[config.mk]
export PLATFORM = sky130hd
export DESIGN_NAME = dice_game_ctrl_flat
export DESIGN_NICKNAME = d
export VERILOG_FILES = /design/src/rtl/dice_pkg.sv /design/src/rtl/dice_game_ctrl_if.sv /design/src/rtl/dice_game_ctrl_button_debounce.sv /design/src/rtl/dice_game_ctrl.sv /design/src/flat_wrapper.sv
export SDC_FILE = /design/constraint.sdc
export NUM_CORES = 1
export LEC_CHECK = 0
export BUFFER_PORTS_ARGS = -buffer_cell sky130_fd_sc_hd__buf_2
export CAP_MARGIN = 5
export CORE_MARGIN = 8
export CORE_UTILIZATION = 30
export CTS_CLUSTER_DIAMETER = 40
export DETAILED_ROUTE_END_ITERATION = 8
export GPL_ROUTABILITY_DRIVEN = 0
export PLACE_DENSITY = 0.54
export RECOVER_POWER = 100
export SKIP_CTS_REPAIR_TIMING = 1
export SLEW_MARGIN = 20
export SYNTH_ARGS = -nofsm -noshare
export SYNTH_HDL_FRONTEND = slang
export SYNTH_SLANG_ARGS = --single-unit
export TNS_END_PERCENT = 20
[constraint.sdc]
create_clock -name clk -period 1.7 [get_ports clk]
set_input_delay 0.085 -clock clk [delete_from_list [all_inputs] [get_ports clk]]
set_output_delay 0.085 -clock clk [all_outputs]
set_load 0.05 [all_outputs]
[src/rtl/dice_pkg.sv]
// Shared types and craps-rule constants for the dice game controller.
package dice_pkg;

  typedef enum logic [1:0] {
    COME_OUT = 2'd0,
    POINT    = 2'd1,
    WIN      = 2'd2,
    LOSE     = 2'd3
  } game_state_t;

  localparam logic [3:0] SUM_MIN      = 4'd2;
  localparam logic [3:0] SUM_MAX      = 4'd12;
  localparam logic [3:0] SUM_SEVEN    = 4'd7;
  localparam logic [3:0] SUM_ELEVEN   = 4'd11;
  localparam logic [3:0] CRAPS_TWO    = 4'd2;
  localparam logic [3:0] CRAPS_THREE  = 4'd3;
  localparam logic [3:0] CRAPS_TWELVE = 4'd12;

  function automatic logic sum_valid(input logic [3:0] s);
    return (s >= SUM_MIN) && (s <= SUM_MAX);
  endfunction

  // Outcome of a first roll; also used when a finished game restarts.
  function automatic game_state_t come_out_result(input logic [3:0] s);
    game_state_t r;
    if ((s == SUM_SEVEN) || (s == SUM_ELEVEN)) begin
      r = WIN;
    end else if ((s == CRAPS_TWO) || (s == CRAPS_THREE) || (s == CRAPS_TWELVE)) begin
      r = LOSE;
    end else begin
      r = POINT;
    end
    return r;
  endfunction

endpackage

[src/rtl/dice_game_ctrl_if.sv]
// Signal bundle between the player/counter side and the dice game controller.
interface dice_game_ctrl_if
  import dice_pkg::*;
#(
  parameter int ROLL_CNT_W = 8
);
  // No valid/ready pair here: result_valid is a single-cycle strobe with no
  // backpressure, and the other outputs are levels that hold between rolls.
  logic                  roll_btn;
  logic [3:0]            sum;
  logic                  dice_en;
  logic [3:0]            last_sum;
  logic [3:0]            point;
  logic                  win;
  logic                  lose;
  logic                  result_valid;
  logic [ROLL_CNT_W-1:0] roll_cnt;
  game_state_t           state;

  modport master (
    output roll_btn, sum,
    input  dice_en, last_sum, point, win, lose, result_valid, roll_cnt, state
  );

  modport slave (
    input  roll_btn, sum,
    output dice_en, last_sum, point, win, lose, result_valid, roll_cnt, state
  );

endinterface

[src/rtl/dice_game_ctrl_button_debounce.sv]
// Level debouncer: dout follows din only after DEBOUNCE_CYCLES consecutive
// mismatching samples; any shorter glitch is discarded.
module button_debounce #(
  parameter int DEBOUNCE_CYCLES = 4
) (
  input  logic clk,
  input  logic reset,
  input  logic din,
  output logic dout
);

  localparam int CNT_W = $clog2(DEBOUNCE_CYCLES + 1);
  localparam logic [CNT_W-1:0] CNT_LAST = CNT_W'(DEBOUNCE_CYCLES - 1);

  logic [CNT_W-1:0] cnt;

  always_ff @(posedge clk) begin
    if (!reset) begin
      cnt  <= '0;
      dout <= 1'b0;
    end else if (din != dout) begin
      if (cnt == CNT_LAST) begin
        dout <= din;
        cnt  <= '0;
      end else begin
        cnt <= cnt + 1'b1;
      end
    end else begin
      cnt <= '0;
    end
  end

endmodule

[src/rtl/dice_game_ctrl.sv]
// Craps game controller: debounces the roll button, drives the dice counter
// enable, and evaluates the dice sum when the button is released.
module dice_game_ctrl
  import dice_pkg::*;
#(
  parameter int DEBOUNCE_CYCLES = 4,
  parameter int ROLL_CNT_W      = 8
) (
  input  logic              clk,
  input  logic              reset,
  dice_game_ctrl_if.slave   bus
);

  logic                  roll_db;
  logic                  roll_db_d;
  logic                  rel;
  logic                  accept;
  game_state_t           state;
  game_state_t           next_state;
  logic [3:0]            last_sum_q;
  logic [3:0]            point_q;
  logic                  win_q;
  logic                  lose_q;
  logic                  result_valid_q;
  logic [ROLL_CNT_W-1:0] roll_cnt_q;

  button_debounce #(
    .DEBOUNCE_CYCLES (DEBOUNCE_CYCLES)
  ) u_roll_debounce (
    .clk   (clk),
    .reset (reset),
    .din   (bus.roll_btn),
    .dout  (roll_db)
  );

  // By the time rel is seen the counter has been disabled for a cycle, so sum is settled.
  assign rel    = roll_db_d & ~roll_db;
  assign accept = rel & sum_valid(bus.sum);

  always_comb begin
    next_state = state;
    case (state)
      COME_OUT: next_state = come_out_result(bus.sum);
      POINT: begin
        if (bus.sum == point_q) begin
          next_state = WIN;
        end else if (bus.sum == SUM_SEVEN) begin
          next_state = LOSE;
        end else begin
          next_state = POINT;
        end
      end
      WIN, LOSE: next_state = come_out_result(bus.sum);
      default:   next_state = COME_OUT;
    endcase
  end

  always_ff @(posedge clk) begin
    if (!reset) begin
      roll_db_d      <= 1'b0;
      state          <= COME_OUT;
      last_sum_q     <= '0;
      point_q        <= '0;
      win_q          <= 1'b0;
      lose_q         <= 1'b0;
      result_valid_q <= 1'b0;
      roll_cnt_q     <= '0;
    end else begin
      roll_db_d      <= roll_db;
      result_valid_q <= 1'b0;
      if (accept) begin
        result_valid_q <= 1'b1;
        last_sum_q     <= bus.sum;
        state          <= next_state;
        win_q          <= (next_state == WIN);
        lose_q         <= (next_state == LOSE);
        if ((state == WIN) || (state == LOSE)) begin
          roll_cnt_q <= ROLL_CNT_W'(1);
        end else if (roll_cnt_q != '1) begin
          roll_cnt_q <= roll_cnt_q + 1'b1;
        end
        // Point is only (re)loaded when leaving a come-out roll; a point
        // win/loss keeps it visible until the next game starts.
        if (state != POINT) begin
          point_q <= (next_state == POINT) ? bus.sum : 4'd0;
        end
      end
    end
  end

  assign bus.dice_en      = roll_db;
  assign bus.last_sum     = last_sum_q;
  assign bus.point        = point_q;
  assign bus.win          = win_q;
  assign bus.lose         = lose_q;
  assign bus.result_valid = result_valid_q;
  assign bus.roll_cnt     = roll_cnt_q;
  assign bus.state        = state;

endmodule

[src/flat_wrapper.sv]
// flat-port wrapper written by rule: the top's interface ports become plain ports
module dice_game_ctrl_flat import dice_pkg::*;
#(
  parameter int DEBOUNCE_CYCLES = 4,
  parameter int ROLL_CNT_W      = 8
)
  (clk, reset, bus_roll_btn, bus_sum, bus_dice_en, bus_last_sum, bus_point, bus_win, bus_lose, bus_result_valid, bus_roll_cnt, bus_state);
  dice_game_ctrl_if #(.ROLL_CNT_W(ROLL_CNT_W)) bus_i ();
  input  logic clk;
  input  logic reset;
  input wire logic [$bits(bus_i.roll_btn)-1:0] bus_roll_btn;
  input wire logic [$bits(bus_i.sum)-1:0] bus_sum;
  output wire logic [$bits(bus_i.dice_en)-1:0] bus_dice_en;
  output wire logic [$bits(bus_i.last_sum)-1:0] bus_last_sum;
  output wire logic [$bits(bus_i.point)-1:0] bus_point;
  output wire logic [$bits(bus_i.win)-1:0] bus_win;
  output wire logic [$bits(bus_i.lose)-1:0] bus_lose;
  output wire logic [$bits(bus_i.result_valid)-1:0] bus_result_valid;
  output wire logic [$bits(bus_i.roll_cnt)-1:0] bus_roll_cnt;
  output wire logic [$bits(bus_i.state)-1:0] bus_state;
  assign bus_i.roll_btn = bus_roll_btn;
  assign bus_i.sum = bus_sum;
  assign bus_dice_en = bus_i.dice_en;
  assign bus_last_sum = bus_i.last_sum;
  assign bus_point = bus_i.point;
  assign bus_win = bus_i.win;
  assign bus_lose = bus_i.lose;
  assign bus_result_valid = bus_i.result_valid;
  assign bus_roll_cnt = bus_i.roll_cnt;
  assign bus_state = bus_i.state;
  dice_game_ctrl #(.DEBOUNCE_CYCLES(DEBOUNCE_CYCLES), .ROLL_CNT_W(ROLL_CNT_W)) u_core (.clk(clk), .reset(reset), .bus(bus_i));
endmodule
==> flow_summary.json <==
{
  "cts_tree": "yes",
  "hold-worst-slack_ns": 0.0949,
  "cp-start-kind": "flip-flop",
  "die_h_um": 81.0,
  "crit_type": "reg -> reg",
  "cpPeakStageDelay_ns": 0.41,
  "final_nets": 171,
  "min_period_over_period": 0.941,
  "cts.clk_slew.worst_paths_ns": 0.08,
  "powerDensity_mw_per_mm2": 702,
  "crit_path_top_delay_cell": "or3b_1",
  "post-route-min-period_ns": 1.60,
  "dominantRegCellSynth": "dfxtp_1",
  "max_slew_margin": 0.582,
  "grt_overflow": 0,
  "crit_required_ns": 1.90,
  "finClkSkew_ns": 0.00210,
  "ant_nets": 0,
  "syn_area_per_cell_um2": 9.67,
  "synth_cell_type_count": 44,
  "reg2reg_setup_slack_ns": 0.10,
  "grt_max_degree": 14,
  "initial_core_util": 0.314,
  "synth_top_cell_area_share": 0.411,
  "path_delay_family": "simple AND/OR/NAND/NOR gates",
  "path_cells": "ha_2, nand4b_1, o2111ai_4, or3b_1, a21oi_1",
  "maxCapViolations": 0,
  "ys_seq_elements": 26,
  "vias_per_cell": 4.88,
  "yosys-top-cells-area": "dfxtp_1 (41%), nor2_1 (5.9%), xnor2_1 (4.8%)",
  "dieArea_mm2": 0.00656,
  "cts_buffers": 3,
  "fin_util": 0.365,
  "io_buffer_count": 28,
  "end_kind": "flip-flop",
  "yosysTopAreaCell": "dfxtp_1",
  "leakage_nw": 0.533,
  "worstMarginPinSlew_ns": 0.629,
  "cts.sinks": 26,
  "nFillCells": 430,
  "grt_pass1_vias": 1077,
  "hold_end": "u_core.bus.win",
  "grt_usage": 0.0933,
  "clk-insertion-delay-late_ns": 0.27,
  "yosysMostFrequentCell": "dfxtp_1",
  "area_delta_synth_final_pct": 16.0,
  "routedWlPerCell_um": 14.0,
  "syn_nets": 141,
  "cts.htree.levels": 1,
  "synthCells": 131,
  "rr_endpoint": "u_core.bus.roll_cnt[1]",
  "core_area_mm2": 0.00403,
  "place_hpwl_um": 2290,
  "slew_viol_final": 0,
  "die_w_um": 81.0,
  "critical_path_buf_inv_count": 0,
  "first_iter_violations": 47,
  "whs_path_depth": 2,
  "synth-seq-area-share": 0.411,
  "synth_common_cells": "dfxtp_1 (26), nor2_1 (20), nand2_1 (11)",
  "synth_edf_count": 0,
  "antenna_found_initial": 0,
  "drive_above_1_share": 0.195,
  "hp-class": "in -> reg",
  "status": "finished, final reports clean",
  "drc": 0,
  "row_count": 23,
  "rr_worst_depth": 5,
  "synthArstFlopShare": 0,
  "stdcell_count": 209,
  "ios": 29,
  "hold_viol": 0,
  "syn-cell-area_mm2": 0.00127,
  "clk_path_buf_depth": 2,
  "vias": 1020,
  "ys_warn_count": 0,
  "worstPathArrival_ns": 1.80,
  "min_from": "reset",
  "reg2reg_from": "u_core.bus.roll_cnt[0]",
  "first_pass_iters": 4,
  "dp.cells": 204,
  "antenna_cells": 0,
  "drt-total-wl_um": 2930,
  "ir_worst_vdd_v": 0.000303,
  "fmax_mhz": 625,
  "grt_first_pass_wirelength_um": 4910,
  "setup_viol": 0,
  "critPathMaxFanout": 8,
  "ctsRootBufferMaster": "clkbuf_8"
}
## placed cells by master (no fill, tap or decap), types with 2 or more instances in the layout
master | synthesis | layout
or3_1 | 2 | 2
a22o_1 | 3 | 3
dfxtp_2 | 0 | 4
a21oi_1 | 4 | 4
clkbuf_1 | 1 | 22
buf_2 | 0 | 6
nor3_1 | 4 | 3
dfxtp_1 | 26 | 21
xnor2_1 | 7 | 7
nor2b_1 | 2 | 2
clkbuf_8 | 0 | 3
nand3_1 | 3 | 3
nand2_1 | 11 | 11
buf_4 | 2 | 3
a22oi_1 | 3 | 3
nor2_1 | 20 | 20
xor2_1 | 3 | 3
ha_1 | 3 | 2
inv_1 | 6 | 6
## layer usage
layer / vias to the layer above / global-route usage / wire, um
met5: - / 0 / 0
met4: 0 / 0.0375 / 34
met3: 4 / 0.0232 / 138
met2: 21 / 0.156 / 1420
met1: 491 / 0.112 / 1340
li1: 504 / - / -
## worst max path at each step
stage,from,end,cells after the start
2_1_floorplan,u_core.bus.point[0],u_core.bus.state[1],5
4_1_cts,u_core.bus.roll_cnt[0],u_core.bus.roll_cnt[1],5
6_report,u_core.bus.roll_cnt[0],u_core.bus.roll_cnt[1],5
3_5_place_dp,u_core.bus.roll_cnt[0],u_core.bus.roll_cnt[1],5
5_1_grt,u_core.bus.roll_cnt[0],u_core.bus.roll_cnt[6],6
3_3_place_gp,u_core.bus.roll_cnt[0],u_core.bus.roll_cnt[1],5
## final cells by class
cell class                      instances  area, um^2  area share
Multi-Input combinational cell         93         678       0.462
Sequential cell                        26         529       0.360
Timing Repair Buffer                   31         135      0.0920
Tap cell                               50        62.6      0.0426
Clock buffer                            3        41.3      0.0281
Inverter                                6        22.5      0.0153
## sequential cells by signal (all words and copies together), names as in the netlist
signal                       count
u_core.bus.lose                  1
u_core.bus.roll_cnt              8
u_core.bus.win                   1
u_core.u_roll_debounce.dout      1
u_core.bus.state                 2
u_core.bus.last_sum              4
u_core.bus.result_valid          1
u_core.bus.point                 4
u_core.roll_db_d                 1
u_core.u_roll_debounce.cnt       3
## power by group
| group | switching, mW | internal [mW] | leakage, nW |
|---|---|---|---|
| registers | 0.00195 | 0.610 | 0.213 |
| logic | 0.0504 | 0.0246 | 0.299 |
| clock network | 0.185 | 0.159 | 0.0216 |
## kinds of logic after synthesis
group,share of synthesized area
AND/OR/NAND/NOR,0.245
flip-flops,0.411
AO/OA/AOI/OAI,0.157
buffers and inverters,0.0593
XOR/XNOR,0.0820
adder cells (fa/ha/maj),0.0376
multiplexers,0.00791
## metrics by stage
step,worst slack (ns),power (mW),setup TNS [ns],cell area [um^2]
after global routing,-0.0151,1.08,-0.0151,1470
after floorplan,-0.00814,0.689,-0.00814,1270
final,0.100,1.03,0,1470
after detailed placement,0.101,0.704,0,1430
after global placement,0.158,0.701,0,1430
after CTS,0.0820,1.05,0,1470
Power figures use the tool's default switching activity.
